`src/rtl/serial_frame_transmitter.sv`:
```
// Serializes handshaked parallel words into preamble/payload/gap frames on a
// single registered line, bit-stuffing the payload so 0100 only marks a preamble.
module serial_frame_transmitter #(
  parameter int DATA_WIDTH = 8,
  parameter int GAP_BITS   = 2
) (
  input  logic                  clk,
  input  logic                  reset,
  input  logic [DATA_WIDTH-1:0] data_in,
  input  logic                  data_in_valid,
  output logic                  data_in_ready,
  output logic                  data_serial,
  output logic                  data_valid,
  output logic                  busy,
  output logic                  frame_done
);

  // state    | meaning
  // IDLE     | line idle high, ready for a word
  // PREAMBLE | line carries preamble bit PREAMBLE_BITS[cnt]
  // PAYLOAD  | line carries a payload or stuffed bit; cnt = real bits still to send
  // GAP      | line carries idle gap bit; cnt = gap bits still to send
  typedef enum logic [1:0] {IDLE, PREAMBLE, PAYLOAD, GAP} state_t;

  localparam int         CW            = $clog2(DATA_WIDTH + GAP_BITS + 1);
  localparam logic [3:0] PREAMBLE_BITS = 4'b0100;

  state_t                state, state_n;
  logic [DATA_WIDTH-1:0] shreg, shreg_n;
  logic [2:0]            hist, hist_n;
  logic [CW-1:0]         cnt, cnt_n;
  logic                  serial_n, valid_n, done_n;
  logic                  stuff, pay_bit;
  logic [DATA_WIDTH-1:0] pay_shreg;
  logic [CW-1:0]         pay_rem, pay_cnt;

  assign data_in_ready = (state == IDLE);
  assign busy          = (state != IDLE);

  // Outputs are registered, so next-cycle line bit is decided one edge ahead.
  always_comb begin
    pay_rem   = (state == PAYLOAD) ? cnt : CW'(DATA_WIDTH);
    stuff     = (hist == 3'b010) && !shreg[DATA_WIDTH-1];
    pay_bit   = stuff ? 1'b1 : shreg[DATA_WIDTH-1];
    pay_shreg = stuff ? shreg : (shreg << 1);
    pay_cnt   = stuff ? pay_rem : (pay_rem - CW'(1));

    state_n  = state;
    shreg_n  = shreg;
    hist_n   = hist;
    cnt_n    = cnt;
    serial_n = 1'b1;
    valid_n  = 1'b0;
    done_n   = 1'b0;

    case (state)
      IDLE: begin
        if (data_in_valid) begin
          state_n  = PREAMBLE;
          shreg_n  = data_in;
          cnt_n    = CW'(3);
          serial_n = PREAMBLE_BITS[3];
          valid_n  = 1'b1;
          hist_n   = {2'b00, PREAMBLE_BITS[3]};
        end
      end
      PREAMBLE: begin
        valid_n = 1'b1;
        if (cnt != '0) begin
          cnt_n    = cnt - CW'(1);
          serial_n = PREAMBLE_BITS[cnt[1:0] - 2'd1];
          hist_n   = {hist[1:0], PREAMBLE_BITS[cnt[1:0] - 2'd1]};
        end else begin
          state_n  = PAYLOAD;
          serial_n = pay_bit;
          shreg_n  = pay_shreg;
          cnt_n    = pay_cnt;
          hist_n   = {hist[1:0], pay_bit};
        end
      end
      PAYLOAD: begin
        valid_n = 1'b1;
        if (cnt != '0) begin
          serial_n = pay_bit;
          shreg_n  = pay_shreg;
          cnt_n    = pay_cnt;
          hist_n   = {hist[1:0], pay_bit};
        end else begin
          state_n = GAP;
          cnt_n   = CW'(GAP_BITS - 1);
          hist_n  = {hist[1:0], 1'b1};
        end
      end
      GAP: begin
        if (cnt != '0) begin
          valid_n = 1'b1;
          cnt_n   = cnt - CW'(1);
          done_n  = (cnt == CW'(1));
          hist_n  = {hist[1:0], 1'b1};
        end else begin
          state_n = IDLE;
        end
      end
      default: state_n = IDLE;
    endcase
  end

  always_ff @(posedge clk) begin
    if (reset) begin
      state       <= IDLE;
      shreg       <= '0;
      hist        <= '0;
      cnt         <= '0;
      data_serial <= 1'b1;
      data_valid  <= 1'b0;
      frame_done  <= 1'b0;
    end else begin
      state       <= state_n;
      shreg       <= shreg_n;
      hist        <= hist_n;
      cnt         <= cnt_n;
      data_serial <= serial_n;
      data_valid  <= valid_n;
      frame_done  <= done_n;
    end
  end

endmodule
```
`config.mk`:
```
export PLATFORM = sky130hd
export DESIGN_NAME = serial_frame_transmitter
export DESIGN_NICKNAME = d
export VERILOG_FILES = /design/src/rtl/serial_frame_transmitter.sv
export SDC_FILE = /design/constraint.sdc
export NUM_CORES = 1
export LEC_CHECK = 0
export CORE_UTILIZATION = 40
export CTS_BUF_LIST = sky130_fd_sc_hd__clkbuf_4
export DETAILED_ROUTE_END_ITERATION = 8
export SYNTH_ARGS = -nofsm -noshare
export SYNTH_HDL_FRONTEND = slang
export SYNTH_SLANG_ARGS = --single-unit
```
`constraint.sdc`:
```
create_clock -name clk -period 2.5 [get_ports clk]
set_input_delay 0.25 -clock clk [delete_from_list [all_inputs] [get_ports clk]]
set_output_delay 0.25 -clock clk [all_outputs]
set_load 0.1 [all_outputs]
```
==> results of run 1 <==
## registers in the layout, summed over array words and instances (netlist names)
| name | cells |
|---|---|
| data_serial | 1 |
| state | 2 |
| shreg | 8 |
| data_valid | 1 |
| hist | 3 |
| cnt | 4 |
| frame_done | 1 |
## worst min-delay path: stages, from the launching register on
cell and delay [ns]:
dfxtp_1 0.33, a21oi_1 0.11, a311oi_1 0.06
## kinds of logic after synthesis
family	share of synthesized area, %
AOI/OAI and AO/OA	29.1
muxes	6.59
DFF	29.3
xor gates and xnor gates	0.641
adders and majority gates	7.32
and+or+nand+nor	19.8
buffers and inverters	7.32
## Yosys cell counts, types with 2 or more instances
master    count  area share, %
o21ai_0       8            2.9
buf_2         2           0.73
o22ai_1       3            1.4
clkbuf_1     11            3.0
nor2b_1       4            1.8
nand2b_1      3            1.4
nor3_1        4            1.5
dfxtp_1      20             29
and4bb_2      2            1.8
nor3b_1       3            1.6
a32oi_1       4            2.6
mux2i_1       9            6.6
nand2_1       6            1.6
a21oi_1      13            4.8
nor2_1       10            2.7
nand3_1       4            1.5
inv_1         7            1.9
o311a_1       2            1.5
a311oi_1      8            5.1
buf_6         2            1.6
a211oi_1      2            1.1
ha_1          8            7.3
## area by class of cell
| class | instances | area (sq um) |
|---|---|---|
| clock buffer | 3 | 22.5 |
| clock inverter | 1 | 3.75 |
| fill | 319 | 1570 |
| inverter | 7 | 26.3 |
| multi-input combinational | 116 | 870 |
| sequential | 20 | 400 |
| tap | 44 | 55.1 |
| timing repair buffer | 24 | 205 |
## through the flow
| step | utilization [%] | setup slack (ns) | instances | power (uW) |
|---|---|---|---|---|
| 2_1_floorplan | - | 0.226 | 158 | 1520 |
| 3_3_place_gp | 49.4 | 0.327 | 211 | 1770 |
| 3_5_place_dp | 49.4 | 0.274 | 211 | 1780 |
| 4_1_cts | 50.2 | 0.234 | 215 | 1950 |
| 5_1_grt | 50.2 | 0.0249 | 215 | 2100 |
| 6_report | 50.2 | 0.202 | 215 | 1960 |
## final timing paths
| check | start | to | slack (ns) | cells past startpoint |
|---|---|---|---|---|
| hold / removal | shreg[5] | shreg[5] | 0.53 | 2 |
| setup reg to reg | cnt[0] | shreg[1] | 0.20 | 7 |
| setup / recovery | cnt[0] | shreg[1] | 0.20 | 7 |
| hold reg to reg | shreg[5] | shreg[5] | 0.53 | 2 |
## metal layers
metal	vias up	part of all wire, %	track usage, %
met2	69	45	31.1
met1	622	46	26.9
met4	0	0.65	5.52
met5	-	0	0
met3	2	7.5	4.26
li1	633	-	-
## power by group
| part | internal (uW) | switching (uW) | leakage [uW] |
|---|---|---|---|
| registers | 419 | 67.5 | 0.000165 |
| clock network | 58.2 | 107 | 0.0000154 |
| logic | 480 | 828 | 0.000406 |
==> summary.md, run 1 <==
| Metric | Value |
|---|---|
| Async SR Flop Fraction | 0% |
| Worst VDD drop | 0.000423 V |
| CTS tree | yes |
| Ys flop type | dfxtp_1 |
| P per Cell Area | approximately 1200 nW/um^2 |
| Post-DP Area | 1560 sq um |
| Max-cap violations | 0 |
| TNS Setup | 0 ns |
| Area Growth Syn to Fin | 15.7% |
| Root Driver | clkbuf_4 |
| Crit path launch type | flip-flop |
| Initial Util | 43.4% |
| Postcts setup bufs | 0 |
| #FFs+latches synth | 20 |
| Clock-pin slew on the worst setup and hold paths | 0.13 ns |
| Global-route wire length before repair | ~5400 um |
| Routed WL per cell | 15.0 um |
| Delay-heaviest family, CP | compound AO/OA/AOI/OAI gates |
| WL final | 3220 um |
| Final ANT Viol Nets | 0 |
| Number of flops mapped to enable cells by yosys | 0 |
| Die W | 60.5 um |
| Ys Warns | 0 |
| PortBufs | 15 |
| Syn_area_per_cell | 8.66 sq um |
| Worst Path Max Fanout | 16 |
| Max Slew Vio Count | 0 |
| Pleak | 0.000586 uW |
| Most common cell after layout, fill and taps aside | dfxtp_1 |
| Worst-path cell chain | inv_1 -> ha_1 -> or3b_1 -> a2111oi_4 -> buf_4 -> a21oi_1 -> a311oi_1 |
| Worst-Margin Slew | 0.594 ns |
| Status | finished clean |
| Synth unique cells | 45 |
| DP Wirelength | 2310 um |
| Vias post-DR | 1326 |
| I/O Pins | 16 |
| Vias in the first global route | 1190 |
| Post-CTS sizing | 0 |
| Post-CTS Hold Buffers | 0 |
| RSZ-0062 raised after global routing | false |
| Highest clock rate | roughly 440 MHz |
| Core ar. | ~3200 sq um |
| Minimum clock period after layout | 2.30 ns |
| DRC | 0 |
| Vias/cell | 6.17 |
| CTS H-tree lvls | 1 |
| Synth Instances | around 160 |
| Worst EP required | 2.71 ns |
| CP Class | reg -> reg |
| Design area | 1580 sq um |
| Crit path DAT | about 2.5 ns |
| Post-synthesis net count | 177 |
| Period Utilization, post-route | 91.9% |
| Initial antenna violation count | 0 |
| Inserted Diodes | 0 |
| Iter 0 DRT Violations | 103 |
| RD Place Congestion | 0.813 |
| Hold WS | 0.528 ns |
| Most frequent cells in the layout | dfxtp_1, buf_4, a21oi_1 |
| Slowest cell delay on critical path | 0.44 ns |
| TritonCTS Buffers | 3 |
| Tot GR Track Use | 19.6% |
| Final setup skew | 0.0113 ns |
| 1st-pass router iterations | 4 |
| Slowest cell on the critical path | or3b_1 |
| Die area | between 3000 and 4000 sq um |
| Grt ovf | 0 |
| Worst skew pair latency | 0.31 ns |
| # clock sinks | 20 |
| CTS Buffer Depth | 2 |
| Critical Path End Type | flip-flop |
| Layout cells sized above 1 | approximately 15% |
| # setup viols final | 0 |
| WP buf/inv | 2 |
| # rows | 20 |
| Max-slew headroom | 59.9% |
| Die Span Y | between 60 and 70 um |
| Nets | 191 |
| Hold WC Path Type | reg -> reg |
| Pin count of the biggest net entering global routing | 17 |
| Seq/Total Area, Yosys | 29.3% |
| Synthesized area | 1370 sq um |
| Count of final hold-check violations | 0 |
No activity file was read; power rests on OpenSTA's default activity.
==> run 2, diff against run 1 <==
--- a/config.mk
+++ b/config.mk
@@ -8,6 +8,7 @@
 export CORE_UTILIZATION = 40
 export CTS_BUF_LIST = sky130_fd_sc_hd__clkbuf_4
 export DETAILED_ROUTE_END_ITERATION = 8
+export PLACE_DENSITY = 0.57
 export SYNTH_ARGS = -nofsm -noshare
 export SYNTH_HDL_FRONTEND = slang
 export SYNTH_SLANG_ARGS = --single-unit
==> run 2 against run 1 <==
Maximum frequency increased by 3.8%. Die area unchanged. Clock-buffer cell count unchanged. Sequential cell count unchanged. Non-clock buffer count increased by 4. Global-route usage increased by 1.9 points. Core utilization increased by 1.8 points. Routed wire length increased by 9.5%. Critical endpoint is now shreg[5].
==> summary.md, run 2 (synthesis results as in run 1) <==
| Metric | Value |
|---|---|
| Status | finished clean |
| Crit path launch type | flip-flop |
| Most common cell after layout, fill and taps aside | dfxtp_1 |
| Largest regs | shreg (8), cnt (4), hist (3) |
| Largest register FFs | 8 |
| TritonCTS Buffers | 3 |
| 1st-pass router iterations | 4 |
| Highest clock rate | 452 MHz |
| Initial Util | 43.4% |
| Worst EP required | 2.73 ns |
| Vias/cell | around 6 |
| Pin count of the biggest net entering global routing | 17 |
| Clock-pin slew on the worst setup and hold paths | approximately 0.13 ns |
| Inserted Diodes | 0 |
| Post-Layout Cell Count | around 220 |
| PortBufs | 15 |
| CTS H-tree lvls | 1 |
| Postcts setup bufs | 0 |
| DP Wirelength | roughly 2500 um |
| CTS Buffer Depth | 2 |
| Max Slew Vio Count | 0 |
| Max-cap violations | 0 |
| Worst-Margin Slew | 0.535 ns |
| Pleak | 0.000619 uW |
| Most flop-heavy register | shreg |
| Iter 0 DRT Violations | between 40 and 50 |
| # clock sinks | 20 |
| Core ar. | 3150 sq um |
| TNS Setup | 0 ns |
| # rows | 20 |
| Post-CTS sizing | 0 |
| Worst skew pair latency | 0.31 ns |
| Slowest cell on the critical path | dfxtp_1 |
| Slowest cell delay on critical path | 0.42 ns |
| Filler cells | 318 |
| Max-slew headroom | 64.2% |
| Minimum clock period after layout | about 2.2 ns |
| Grt ovf | 0 |
| Most frequent cells in the layout | dfxtp_1, buf_4, a21oi_1 |
| Overall power | 2120 uW |
| P per Cell Area | 1290 nW/um^2 |
| Vias post-DR | 1315 |
| Critical Path End Type | flip-flop |
| Post-CTS Hold Buffers | 0 |
| Global-route wire length before repair | 5800 um |
| Area Growth Syn to Fin | 19.9% |
| Setup WS pre-CTS | 0.315 ns |
| Period Utilization, post-route | 88.5% |
| RSZ-0062 raised after global routing | false |
| Hold WC Path Type | reg -> reg |
| Count of final hold-check violations | 0 |
| Worst Path Max Fanout | 16 |
| DRC | 0 |
| Nets | about 200 |
| I/O Pins | 16 |
| Die area | around 3700 sq um |
| Die Span Y | just over 60 um |
| Hold WS | 0.535 ns |
| Root Driver | clkbuf_4 |
| Worst VDD drop | between 0.0007 and 0.0008 V |
| Worst Hold Depth | 2 |
| Final ANT Viol Nets | 0 |
| Vias in the first global route | 1218 |
| Die W | around 60 um |
| RD Place Congestion | 0.893 |
| Initial antenna violation count | 0 |
| Worst-path cell chain | inv_1 -> ha_1 -> or3b_1 -> a2111oi_4 -> buf_4 -> a21oi_1 -> a311oi_1 |
| # setup viols final | 0 |
| Reg2reg path depth | 7 |
| Placed insts | 215 |
| WL final | 3530 um |
| Layout cells sized above 1 | 17.7% |
| PnR worst setup slack | between 0.2 and 0.3 ns |
| Tot GR Track Use | around 21% |
| CP Class | reg -> reg |
| Crit path DAT | between 2 and 2.5 ns |
| Final setup skew | 0.00410 ns |
| Routed WL per cell | 16.1 um |
| CTS tree | yes |
run 2: cell type report:
type                       instances  area, sq um  area share [%]
timing repair buffer              28          235            14.4
tap                               44         55.1            3.36
clock inverter                     1         30.0            1.83
inverter                           7         26.3            1.60
clock buffer                       3         22.5            1.37
sequential                        20          400            24.4
multi-input combinational        116          870            53.1
run 2: where the power goes:
group	leakage (uW)	switching, uW	internal [uW]
registers	0.000165	79.2	419
clock network	0.0000279	113	162
logic	0.000426	845	497
total	0.000619	1040	1080
run 2: worst max-delay path: cells and delay by family (launching register included):
family,cells,cell delay [ns]
AO/OA/AOI/OAI,3,0.71
flip-flops,1,0.42
AND/OR/NAND/NOR,1,0.41
buffers and inverters,2,0.40
adder cells (fa/ha/maj),1,0.18
run 2: final timing paths:
check,slack (ns),start,end
max,0.29,cnt[0],shreg[5]
max reg2reg,0.29,cnt[0],shreg[5]
min,0.53,shreg[1],shreg[1]
min reg2reg,0.53,shreg[1],shreg[1]
run 2: routing by layer:
| metal | share of wire [%] | vias to the layer above | global-route usage, % |
|---|---|---|---|
| met4 | 1.3 | 0 | 8.44 |
| met2 | 46 | 49 | 33.9 |
| met5 | 0 | - | 0 |
| met3 | 5.5 | 7 | 3.20 |
| li1 | - | 635 | - |
| met1 | 48 | 624 | 29.6 |
run 2: per-stage QoR:
stage	utilization, %	cell area, sq um
floorplan	-	1370
global placement	50.3	1590
detailed placement	50.3	1590
CTS	52.0	1640
global route	52.0	1640
finish	52.0	1640
==> run 3, diff against run 2 <==
--- a/config.mk
+++ b/config.mk
@@ -7,6 +7,7 @@
 export LEC_CHECK = 0
 export CORE_UTILIZATION = 40
 export CTS_BUF_LIST = sky130_fd_sc_hd__clkbuf_4
+export CTS_CLUSTER_DIAMETER = 150
 export DETAILED_ROUTE_END_ITERATION = 8
 export PLACE_DENSITY = 0.57
 export SYNTH_ARGS = -nofsm -noshare
==> results of run 3 <==
The final DEF is identical to that of run 2; final timing and power are the same.
